File: src/rtl/bullet_pool_ctrl.sv
`default_nettype none
// bullet_pool_ctrl: a pool of bullet slots shared by two tanks. Each frame it moves and retires bullets,
// then spawns at most one new bullet (round-robin between the tanks), and answers pixel hit queries. Rev 1.0
module bullet_pool_ctrl #(
  parameter int unsigned SLOTS  = 4,
  parameter logic [9:0]  STEP   = 10'd2,
  parameter logic [9:0]  X_MAX  = 10'd639,
  parameter logic [9:0]  Y_MAX  = 10'd479,
  parameter logic [9:0]  B_SIZE = 10'd8,
  parameter logic [9:0]  MUZZLE = 10'd12
) (
  input  logic             Clk,
  input  logic             Reset,
  input  logic             frame_clk,
  input  logic [1:0]       fire_req,
  input  logic [9:0]       tank0_X,
  input  logic [9:0]       tank0_Y,
  input  logic [9:0]       tank1_X,
  input  logic [9:0]       tank1_Y,
  input  logic [2:0]       tank0_dir,
  input  logic [2:0]       tank1_dir,
  input  logic [9:0]       DrawX,
  input  logic [9:0]       DrawY,
  output logic [1:0]       fire_gnt,
  output logic [SLOTS-1:0] slot_valid,
  output logic             is_bullet,
  output logic             bullet_owner,
  output logic             busy,
  output logic             overrun
);

  localparam int unsigned   IW       = $clog2(SLOTS);
  localparam logic [IW-1:0] LAST_IDX = IW'(SLOTS - 1);
  localparam logic [IW-1:0] IDX_ONE  = IW'(1);
  localparam logic [9:0]    X_LIM    = X_MAX + 10'd1 - B_SIZE;
  localparam logic [9:0]    Y_LIM    = Y_MAX + 10'd1 - B_SIZE;
  localparam logic [9:0]    B_LAST   = B_SIZE - 10'd1;

  typedef enum logic [1:0] {
    ST_IDLE  = 2'd0,
    ST_MOVE  = 2'd1,
    ST_SPAWN = 2'd2
  } state_t;

  state_t           state_q, state_d;
  logic [IW-1:0]    idx_q, idx_d;
  logic [2:0]       sync_q;
  logic [1:0]       pend_q, pend_d;
  logic             rr_q, rr_d;
  logic             overrun_q, overrun_d;
  logic [SLOTS-1:0] valid_q, valid_d;
  logic [SLOTS-1:0] owner_q, owner_d;
  logic [2:0]       dir_q [SLOTS];
  logic [2:0]       dir_d [SLOTS];
  logic [9:0]       x_q   [SLOTS];
  logic [9:0]       x_d   [SLOTS];
  logic [9:0]       y_q   [SLOTS];
  logic [9:0]       y_d   [SLOTS];

  logic             frame_edge;
  logic             free_found;
  logic [IW-1:0]    free_idx;
  logic             cand;
  logic [2:0]       cand_dir;
  logic [9:0]       cand_x, cand_y;
  logic             dir_ok;
  logic [1:0]       gnt, pend_clr;
  logic [9:0]       cur_x, cur_y, x_inc, y_inc;
  logic [2:0]       cur_dir;

  // sync_q[1:0] is the two-flop synchroniser, sync_q[2] holds the previous synchronised level
  assign frame_edge = sync_q[1] & ~sync_q[2];

  always_ff @(posedge Clk or posedge Reset) begin
    if (Reset) begin
      sync_q <= '0;
    end else begin
      sync_q <= {sync_q[1:0], frame_clk};
    end
  end

  always_comb begin
    free_found = 1'b0;
    free_idx   = '0;
    for (int i = int'(SLOTS) - 1; i >= 0; i--) begin
      if (!valid_q[i]) begin
        free_found = 1'b1;
        free_idx   = IW'(i);
      end
    end
  end

  assign cand     = (pend_q == 2'b11) ? rr_q : pend_q[1];
  assign cand_dir = cand ? tank1_dir : tank0_dir;
  assign cand_x   = (cand ? tank1_X : tank0_X) + MUZZLE;
  assign cand_y   = (cand ? tank1_Y : tank0_Y) + MUZZLE;
  assign dir_ok   = (cand_dir >= 3'd1) && (cand_dir <= 3'd4);

  assign cur_x    = x_q[idx_q];
  assign cur_y    = y_q[idx_q];
  assign cur_dir  = dir_q[idx_q];
  assign x_inc    = cur_x + STEP;
  assign y_inc    = cur_y + STEP;

  always_comb begin
    state_d   = state_q;
    idx_d     = idx_q;
    rr_d      = rr_q;
    overrun_d = overrun_q | (frame_edge && (state_q != ST_IDLE));
    valid_d   = valid_q;
    owner_d   = owner_q;
    dir_d     = dir_q;
    x_d       = x_q;
    y_d       = y_q;
    gnt       = 2'b00;
    pend_clr  = 2'b00;

    case (state_q)
      ST_IDLE: begin
        if (frame_edge) begin
          state_d = ST_MOVE;
          idx_d   = '0;
        end
      end

      ST_MOVE: begin
        if (valid_q[idx_q]) begin
          case (cur_dir)
            3'd1: if (cur_y < STEP)  valid_d[idx_q] = 1'b0; else y_d[idx_q] = cur_y - STEP;
            3'd2: if (x_inc > X_LIM) valid_d[idx_q] = 1'b0; else x_d[idx_q] = x_inc;
            3'd3: if (cur_x < STEP)  valid_d[idx_q] = 1'b0; else x_d[idx_q] = cur_x - STEP;
            3'd4: if (y_inc > Y_LIM) valid_d[idx_q] = 1'b0; else y_d[idx_q] = y_inc;
            default: ;
          endcase
        end
        if (idx_q == LAST_IDX) begin
          state_d = ST_SPAWN;
        end else begin
          idx_d = idx_q + IDX_ONE;
        end
      end

      ST_SPAWN: begin
        state_d = ST_IDLE;
        // a full pool leaves every pending request untouched for the next frame
        if ((pend_q != 2'b00) && free_found) begin
          pend_clr[cand] = 1'b1;
          if (dir_ok) begin
            valid_d[free_idx] = 1'b1;
            owner_d[free_idx] = cand;
            dir_d[free_idx]   = cand_dir;
            x_d[free_idx]     = cand_x;
            y_d[free_idx]     = cand_y;
            gnt[cand]         = 1'b1;
            rr_d              = ~cand;
          end
        end
      end

      default: state_d = ST_IDLE;
    endcase

    pend_d = (pend_q & ~pend_clr) | fire_req;
  end

  always_ff @(posedge Clk or posedge Reset) begin
    if (Reset) begin
      state_q   <= ST_IDLE;
      idx_q     <= '0;
      pend_q    <= '0;
      rr_q      <= 1'b0;
      overrun_q <= 1'b0;
      valid_q   <= '0;
      owner_q   <= '0;
      for (int i = 0; i < int'(SLOTS); i++) begin
        dir_q[i] <= '0;
        x_q[i]   <= '0;
        y_q[i]   <= '0;
      end
    end else begin
      state_q   <= state_d;
      idx_q     <= idx_d;
      pend_q    <= pend_d;
      rr_q      <= rr_d;
      overrun_q <= overrun_d;
      valid_q   <= valid_d;
      owner_q   <= owner_d;
      dir_q     <= dir_d;
      x_q       <= x_d;
      y_q       <= y_d;
    end
  end

  // descending scan so the lowest-index hit supplies the owner
  always_comb begin
    is_bullet    = 1'b0;
    bullet_owner = 1'b0;
    for (int i = int'(SLOTS) - 1; i >= 0; i--) begin
      if (valid_q[i] &&
          (DrawX >= x_q[i]) && (DrawX <= x_q[i] + B_LAST) &&
          (DrawY >= y_q[i]) && (DrawY <= y_q[i] + B_LAST)) begin
        is_bullet    = 1'b1;
        bullet_owner = owner_q[i];
      end
    end
  end

  assign fire_gnt   = gnt;
  assign slot_valid = valid_q;
  assign busy       = (state_q != ST_IDLE);
  assign overrun    = overrun_q;

endmodule
`default_nettype wire
File: config.mk
export PLATFORM = sky130hd
export DESIGN_NAME = bullet_pool_ctrl
export DESIGN_NICKNAME = d
export VERILOG_FILES = /design/src/rtl/bullet_pool_ctrl.sv
export SDC_FILE = /design/constraint.sdc
export NUM_CORES = 1
export LEC_CHECK = 0
export CAP_MARGIN = 15
export CELL_PAD_IN_SITES_DETAIL_PLACEMENT = 1
export CELL_PAD_IN_SITES_GLOBAL_PLACEMENT = 1
export CORE_MARGIN = 5
export CORE_UTILIZATION = 30
export DETAILED_ROUTE_END_ITERATION = 10
export MAX_ROUTING_LAYER = met4
export PLACE_DENSITY = 0.69
export SLEW_MARGIN = 5
export SYNTH_ARGS = -nofsm -noshare
export SYNTH_HDL_FRONTEND = slang
export SYNTH_SLANG_ARGS = --single-unit
File: constraint.sdc
create_clock -name Clk -period 5.3 [get_ports Clk]
set_clock_uncertainty 0.05 [all_clocks]
set_input_delay 1.325 -clock Clk [delete_from_list [all_inputs] [get_ports Clk]]
set_output_delay 1.325 -clock Clk [all_outputs]
set_load 0.01 [all_outputs]
==> results of run 1 <==
==> layout by cell type, fill, tap and decap left out, types with 21 or more instances in the layout <==
| master | synthesis | layout |
|---|---|---|
| sky130_fd_sc_hd__a22o_1 | 93 | 93 |
| sky130_fd_sc_hd__mux4_2 | 24 | 24 |
| sky130_fd_sc_hd__nand4_1 | 28 | 28 |
| sky130_fd_sc_hd__a21oi_1 | 37 | 34 |
| sky130_fd_sc_hd__nand2_1 | 96 | 96 |
| sky130_fd_sc_hd__dfrtp_1 | 111 | 111 |
| sky130_fd_sc_hd__xnor2_1 | 82 | 82 |
| sky130_fd_sc_hd__clkdlybuf4s50_1 | 0 | 68 |
| sky130_fd_sc_hd__o21a_1 | 21 | 21 |
| sky130_fd_sc_hd__a21o_1 | 30 | 30 |
| sky130_fd_sc_hd__o21ai_0 | 53 | 50 |
| sky130_fd_sc_hd__ha_1 | 178 | 177 |
| sky130_fd_sc_hd__nand3_1 | 57 | 56 |
| sky130_fd_sc_hd__o22ai_1 | 53 | 52 |
| sky130_fd_sc_hd__buf_4 | 2 | 86 |
| sky130_fd_sc_hd__nor2_1 | 44 | 41 |
| sky130_fd_sc_hd__inv_1 | 107 | 104 |
==> sequential cells by signal, summed over array words and instances, names as in the netlist <==
name and cells:
x_q 40, y_q 40, dir_q 12, owner_q 4, slot_valid 4, sync_q 3, idx_q 2, pend_q 2
state_q 2, overrun 1, rr_q 1
==> power groups by stage <==
stage                     clock network, mW  logic, mW  registers [mW]
after detailed placement                  0       6.06            1.72
after floorplan                           0       4.20            1.48
after global routing                  0.726       6.84            1.76
final                                 0.686       6.21            1.73
after CTS                             0.691       6.15            1.70
after global placement                    0       5.84            1.69
==> cell families (layout without fill, tap and decap cells) <==
| group | after synthesis | after routing | synth area share [%] |
|---|---|---|---|
| simple gates | 333 | 333 | 14.6 |
| mux | 56 | 56 | 7.51 |
| fa+ha+maj | 178 | 178 | 19.1 |
| buf+inv | 155 | 293 | 5.45 |
| xor+xnor | 93 | 93 | 6.98 |
| flops | 111 | 111 | 23.8 |
| compound gates | 368 | 368 | 22.6 |
==> per-stage QoR <==
step	cell area, um^2	setup TNS [ns]	setup WS [ns]	total power, mW	util [%]
after floorplan	11700	0	0.420	5.68	-
after global placement	13600	-1.12	-0.649	7.54	35.2
after detailed placement	13600	-1.20	-0.672	7.78	35.2
after CTS	13900	-0.0112	-0.0112	8.55	36.0
after global routing	13900	-0.0647	-0.0647	9.33	36.2
final	13900	0	0.0384	8.63	36.2
==> Yosys cell counts, types with 11 or more instances <==
master / number / area [um^2]
sky130_fd_sc_hd__inv_1: 107 / 402
sky130_fd_sc_hd__nor2b_1: 13 / 81.3
sky130_fd_sc_hd__o21a_1: 21 / 158
sky130_fd_sc_hd__mux2i_1: 20 / 200
sky130_fd_sc_hd__a22o_1: 93 / 815
sky130_fd_sc_hd__nand3_1: 57 / 285
sky130_fd_sc_hd__nor2_1: 44 / 165
sky130_fd_sc_hd__xor2_1: 11 / 96.3
sky130_fd_sc_hd__mux2_2: 12 / 135
sky130_fd_sc_hd__or3_1: 11 / 68.8
sky130_fd_sc_hd__buf_2: 19 / 95.1
sky130_fd_sc_hd__a21oi_1: 37 / 185
sky130_fd_sc_hd__clkbuf_1: 18 / 67.6
sky130_fd_sc_hd__ha_1: 178 / 2230
sky130_fd_sc_hd__dfrtp_1: 111 / 2780
sky130_fd_sc_hd__a21o_1: 30 / 225
sky130_fd_sc_hd__o22ai_1: 53 / 332
sky130_fd_sc_hd__o211ai_1: 11 / 82.6
sky130_fd_sc_hd__nand2_1: 96 / 360
sky130_fd_sc_hd__xnor2_1: 82 / 718
sky130_fd_sc_hd__and3_1: 14 / 87.6
sky130_fd_sc_hd__mux4_2: 24 / 541
sky130_fd_sc_hd__nor3_1: 18 / 90.1
sky130_fd_sc_hd__nand4_1: 28 / 175
sky130_fd_sc_hd__o21ai_0: 53 / 265
sky130_fd_sc_hd__nand2b_1: 14 / 87.6
==> metal layers <==
layer / wire [um] / track usage [%] / up-vias
li1: - / - / 5098
met1: 20000 / 27.1 / 5458
met2: 19400 / 31.4 / 344
met3: 2440 / 2.74 / 49
met4: 777 / 4.38 / 0
met5: 0 / - / -
==> final timing paths <==
path | to | slack [ns] | cells past startpoint
max | bullet_owner | 0.04 | 10
min | sync_q[1]$_DFF_PP0_ | 0.32 | 0
max reg2reg | y_q[33]$_DFFE_PP0P_ | 1.38 | 8
min reg2reg | sync_q[1]$_DFF_PP0_ | 0.32 | 0
max in group asynchronous | dir_q[7]$_DFFE_PP0P_ | 2.89 | 3
min in group asynchronous | state_q[0]$_DFFE_PP0P_ | 1.47 | 2
==> layout make-up <==
cell class / count / area (um^2)
Fill cell: 4608 / 24600
Multi-Input combinational cell: 1028 / 8370
Sequential cell: 111 / 2780
Timing Repair Buffer: 168 / 1450
Tap cell: 518 / 648
Inverter: 109 / 412
Clock buffer: 10 / 229
Clock inverter: 6 / 55.1
==> timing repair <==
action	4_1_cts	5_1_grt
endpoints found under the hold margin	0	0
resized for setup	38	12
hold buffers	0	0
buffers inserted	1	0
pin swaps	13	7
setup endpoints to repair	2	2
==> Flow_metrics.wiki, run 1 <==
{| class="wikitable"
! Metric !! Value
|-
| Status || complete, no violations
|-
| Register clock-pin slew on the reported worst setup and hold paths || 0.07 ns
|-
| Fmax || 0.190 GHz
|-
| CTS buffer count || 9
|-
| Clock power frac || under 10%
|-
| CP Cell Sequence || clkdlybuf4s50_1 > ha_1 > a21o_1 > a21o_1 > a221oi_1 > a32oi_1 > or4b_4 > o311a_1 > o22ai_2 > buf_2
|-
| Total internal power || roughly 4.2 mW
|-
| Core area || 38600 um^2
|-
| Instance count of the mapped netlist || 1294
|-
| Nature of the critical path endpoint || output port
|-
| Switching Fraction || 51.1%
|-
| Hold path startpoint || sync_q[0]$_DFF_PP0_
|-
| Max IR drop VDD || 254 uV
|-
| Data required time of the worst path || 3.92 ns
|-
| # rows || 72
|-
| Via count of the first global-routing pass || 11600
|-
| Beginning of the worst register-to-register path || idx_q[0]$_DFFE_PP0P_
|-
| Sequential cell area fraction in the yosys report || 23.8%
|-
| Worst hold-check path type || reg -> reg
|-
| Number of clock sinks || 111
|-
| First-pass GRT wire length || 66100 um
|-
| Sequential cell fraction of total power || 20.0%
|-
| Vias post-DR || 10900
|-
| Slowest CP cell || sky130_fd_sc_hd__or4b_4
|-
| Antenna-violating nets left || 0
|-
| Layout net count || 1676
|-
| Starting density of the core || ~30%
|-
| Final setup violation count || 0
|-
| Warnings, synthesis || 0
|-
| Cell type with the highest occurrence count on the critical path || sky130_fd_sc_hd__a21o_1
|-
| WL final || between 40000 and 50000 um
|-
| Die Span X || between 200 and 250 um
|-
| Post-synthesis instance area || 11700 um^2
|-
| Per-cell routed wire length || 21.9 um
|-
| Remaining DRCs || 0
|-
| Final critical delay including setup and external delays || 5.26 ns
|-
| Number of register bits inferred by synthesis || 111
|-
| Largest delay share family, worst path || compound AO/OA/AOI/OAI gates
|-
| Post-synth top flop || sky130_fd_sc_hd__dfrtp_1
|-
| Comb pwr share || between 70 and 80%
|-
| Non-filler cells, final || 1950
|-
| Tcrit/Tclk final || 99.3%
|-
| Ports placed on the boundary || 81
|-
| Total die area || about 43000 um^2
|-
| Clock root cell || sky130_fd_sc_hd__clkbuf_16
|-
| Combined buffer and inverter count along the critical path || 2
|-
| Minimum hold slack || around 0.32 ns
|-
| Number of distinct library cells after synthesis || 73
|-
| Critical Path Source || DrawX[7]
|-
| Total nets after synthesis || 1543
|-
| Residual overflow from global routing || 0
|-
| Critical path fanouts, max || 4
|-
| TritonCTS clock tree || done
|-
| Relative slew margins || 28.9%
|-
| Global-route usage over all layers || 19.8%
|-
| DR vias/cell || ~5.6
|-
| Layout cells sized above 1 || between 10% and 20%
|-
| Highest cell delay on the worst timing path || around 0.51 ns
|-
| Detailed router's first-iteration violation count || 813
|-
| Layout-stage area growth over the synthesis result || 19.5%
|-
| Largest net degree at the start of global routing || 74
|-
| Final-report hold violation count || 0
|-
| Power per Cell Area || 619 nW/um^2
|-
| Number of H-tree levels || 3
|-
| Ys async rst share || 100%
|-
| Total placed cells including tap cells || 1933
|-
| I/O Buffers || 80
|-
| RSZ-0062 raised after global routing || true
|-
| Number of enable-type register cells in the synthesized netlist || 0
|-
| Class of the most critical setup path || in -> out
|-
| Critical Path AT || 3.89 ns
|-
| Total inserted antenna cells || 0
|-
| Post-detailed-placement half-perimeter wirelength || 34500 um
|-
| Drt first pass iters || 5
|-
| Maximum capacitance violations || 0
|-
| Static leakage || 6.24 nW
|-
| Final max-slew violation count || 0
|-
| Antenna violations before repair || 0
|-
| Maximum clock insertion buffer count || 2
|-
| Worst-Skew Late Latency || between 0.3 and 0.4 ns
|-
| Die extent in y || roughly 210 um
|-
| Transition at the pin with the smallest max-transition slack || ~1.1 ns
|-
| Post-Synthesis Mean Instance Area || 9.02 um^2
|-
| Element type at the critical path start || input pin
|-
| Final Wtd Congestion || 0.885
|-
| Net Sw Power || between 4 and 5 mW
|}
Note: power is estimated with default switching activity, not from simulation.
==> run 2: changes to the inputs <==
--- a/config.mk
+++ b/config.mk
@@ -5,7 +5,7 @@
 export SDC_FILE = /design/constraint.sdc
 export NUM_CORES = 1
 export LEC_CHECK = 0
-export CAP_MARGIN = 15
+export CAP_MARGIN = 20
 export CELL_PAD_IN_SITES_DETAIL_PLACEMENT = 1
 export CELL_PAD_IN_SITES_GLOBAL_PLACEMENT = 1
 export CORE_MARGIN = 5
==> run 2 against run 1 <==
  * Setup slack got worse by 0.0045 ns
  * Sequential cell count did not move
  * Clock power fell by 0.6%
  * Highest routed layer unchanged
  * Cell area rose by 0.14%
  * Largest cell class unchanged
  * Sequential power barely moved
  * Die area did not move
  * Final cell count barely moved
  * Maximum frequency barely moved
  * Critical path type unchanged
==> Flow_metrics.wiki, run 2 (synthesis gave the netlist of run 1 again) <==
{| class="wikitable"
! Metric !! Value
|-
| Status || complete, no violations
|-
| Critical Path AT || 3.89 ns (about the same)
|-
| Number of clock sinks || 111 (unchanged)
|-
| Worst hold-check path type || reg -> reg
|-
| Routed length on met3 || 2260 um (-7.7%)
|-
| Total inserted antenna cells || 0 (unchanged)
|-
| Relative slew margins || 36.4% (+7.5 points)
|-
| First-pass GRT wire length || 66100 um (unchanged)
|-
| Registers with the most flip-flops || x_q: 40 flops, y_q: 40 flops, dir_q: 12 flops
|-
| Final setup violation count || 0 (unchanged)
|-
| Final-report hold violation count || 0 (unchanged)
|-
| TritonCTS clock tree || done
|-
| Post-detailed-placement half-perimeter wirelength || 34500 um (unchanged)
|-
| DR vias/cell || 5.61 (about the same)
|-
| Detailed router's first-iteration violation count || 786 (-3.3%)
|-
| Nature of the critical path endpoint || output port
|-
| Critical Path Source || DrawY[0]
|-
| Vias post-DR || 10900 (-0.0091%)
|-
| # rows || 72 (unchanged)
|-
| Worst Setup EP || bullet_owner
|-
| Via count of the first global-routing pass || 11600 (unchanged)
|-
| Static leakage || 6.25 nW (+0.16%)
|-
| Logic depth of the worst register-to-register path || 8 (unchanged)
|-
| Per-cell routed wire length || 21.9 um (about the same)
|-
| Non-filler cells, final || 1951 (+0.051%)
|-
| WL final || 42700 um (+0.14%)
|-
| Max IR drop VDD || 304 uV (+20%)
|-
| Starting density of the core || 30.3% (unchanged)
|-
| Remaining DRCs || 0 (unchanged)
|-
| Overall Power || 8.64 mW (+0.20%)
|-
| Total die area || 42900 um^2 (unchanged)
|-
| Max layer used || met4
|-
| DP Worst Slack || -0.672 ns (unchanged)
|-
| Total routed wire length on the met1 layer || 20200 um (+1.2%)
|-
| Detail Route met2 WL || 19400 um (+0.20%)
|-
| Global-route usage over all layers || 19.8% (unchanged)
|-
| Tcrit/Tclk final || 99.4% (about the same)
|-
| Largest net degree at the start of global routing || 74 (unchanged)
|-
| Core area || 38600 um^2 (unchanged)
|-
| Die Span X || 207 um (unchanged)
|-
| Antenna violations before repair || 0 (unchanged)
|-
| Beginning of the worst register-to-register path || idx_q[0]$_DFFE_PP0P_
|-
| Final max-slew violation count || 0 (unchanged)
|-
| Maximum clock insertion buffer count || 2 (unchanged)
|-
| Power per Cell Area || 619 nW/um^2 (about the same)
|-
| Final Util || 36.2% (+0.052 points)
|-
| Ports placed on the boundary || 81 (unchanged)
|-
| Clock root cell || sky130_fd_sc_hd__clkbuf_16
|-
| Setup slack, reg-to-reg || 1.39 ns (about the same)
|-
| Aggregate negative setup slack || 0 ns (unchanged)
|-
| Layout net count || 1677 (+0.060%)
|-
| Drt first pass iters || 6 (+1)
|-
| Fmax || 0.190 GHz (about the same)
|-
| I/O Buffers || 80 (unchanged)
|-
| Most common library cell in the layout ignoring fill and taps || sky130_fd_sc_hd__ha_1
|-
| Final critical delay including setup and external delays || 5.27 ns (+0.00452 ns)
|-
| Layout cells sized above 1 || 12.6% (+0.061 points)
|-
| Die extent in y || 207 um (unchanged)
|-
| Post-layout worst setup margin || 0.0339 ns (-0.00452 ns)
|-
| Commonest cells after routing, fill and taps aside || sky130_fd_sc_hd__ha_1, sky130_fd_sc_hd__dfrtp_1, sky130_fd_sc_hd__inv_1
|-
| Maximum capacitance violations || 0 (unchanged)
|-
| Number of H-tree levels || 3 (unchanged)
|-
| Worst-Skew Late Latency || 0.36 ns (about the same)
|-
| Class of the most critical setup path || in -> out
|-
| Fill cell instance count of the final layout || 4606 (-0.043%)
|-
| Antenna-violating nets left || 0 (unchanged)
|-
| CTS buffer count || 9 (unchanged)
|-
| Endpoint of the worst register-to-register path || y_q[33]$_DFFE_PP0P_
|-
| Register clock-pin slew on the reported worst setup and hold paths || 0.07 ns (about the same)
|-
| Element type at the critical path start || input pin
|-
| Layout-stage area growth over the synthesis result || 19.6%
|-
| Transition at the pin with the smallest max-transition slack || 0.955 ns (-0.110 ns)
|-
| Total placed cells including tap cells || 1933 (unchanged)
|-
| Residual overflow from global routing || 0 (unchanged)
|-
| Final Wtd Congestion || 0.885 (unchanged)
|-
| Data required time of the worst path || 3.92 ns (about the same)
|-
| RSZ-0062 raised after global routing || true
|-
| Critical path fanouts, max || 5 (+1)
|}
==> run 2: through the flow <==
stage               hold WS, ns  instance area, um^2
floorplan                 0.281                11700
global placement          0.285                13600
detailed placement        0.308                13600
CTS                       0.325                13900
global route              0.335                14000
finish                    0.321                14000
==> run 2: repair_timing <==
| action | in CTS | in global routing |
|---|---|---|
| setup buffers | 1 | 0 |
| hold buffers | 0 | 0 |
| endpoints found under the setup margin | 2 | 2 |
| pin swaps | 13 | 7 |
| gates cloned | 0 | 0 |
| gates resized for setup | 38 | 12 |
==> run 2: worst min path at each step <==
stage	startpoint	endpoint	slack (ns)	depth (start not counted)
after floorplan	sync_q[0]$_DFF_PP0_	sync_q[1]$_DFF_PP0_	0.28	0
after global placement	sync_q[0]$_DFF_PP0_	sync_q[1]$_DFF_PP0_	0.29	0
after detailed placement	sync_q[0]$_DFF_PP0_	sync_q[1]$_DFF_PP0_	0.31	0
after CTS	sync_q[0]$_DFF_PP0_	sync_q[1]$_DFF_PP0_	0.32	0
after global routing	sync_q[0]$_DFF_PP0_	sync_q[1]$_DFF_PP0_	0.33	0
final	sync_q[0]$_DFF_PP0_	sync_q[1]$_DFF_PP0_	0.32	0
==> run 2: layer usage <==
metal,vias up,track usage (%)
li1,5105,-
met1,5477,27.1
met2,325,31.4
met3,41,2.74
met4,0,4.38
met5,-,-
==> run 2: worst max-delay path, stage by stage <==
cell and delay (ns):
sky130_fd_sc_hd__clkdlybuf4s50_1 0.47, sky130_fd_sc_hd__inv_2 0.06, sky130_fd_sc_hd__buf_4 0.15, sky130_fd_sc_hd__ha_1 0.29, sky130_fd_sc_hd__a21boi_0 0.10, sky130_fd_sc_hd__o21a_1 0.18
sky130_fd_sc_hd__o21a_1 0.17, sky130_fd_sc_hd__o211ai_1 0.23, sky130_fd_sc_hd__a21oi_1 0.11, sky130_fd_sc_hd__a211o_1 0.26, sky130_fd_sc_hd__a32o_2 0.28, sky130_fd_sc_hd__o22ai_2 0.09
sky130_fd_sc_hd__buf_2 0.16
==> run 2: layout make-up <==
| class | count | area (um^2) | share of cell area [%] |
|---|---|---|---|
| well taps | 518 | 648 | 4.64 |
| repair buffers | 169 | 1470 | 10.6 |
| flip-flops and latches | 111 | 2780 | 19.9 |
| inverters | 109 | 412 | 2.95 |
| multi-input cells | 1028 | 8370 | 59.9 |
| clock buffers | 10 | 229 | 1.64 |
| clock inverters | 6 | 55.1 | 0.394 |
==> run 2: power breakdown <==
| group | internal [mW] | leakage, nW | switching [mW] |
|---|---|---|---|
| clock | 0.332 | 0.140 | 0.350 |
| combinational | 2.70 | 4.78 | 3.54 |
| sequential | 1.20 | 1.33 | 0.528 |
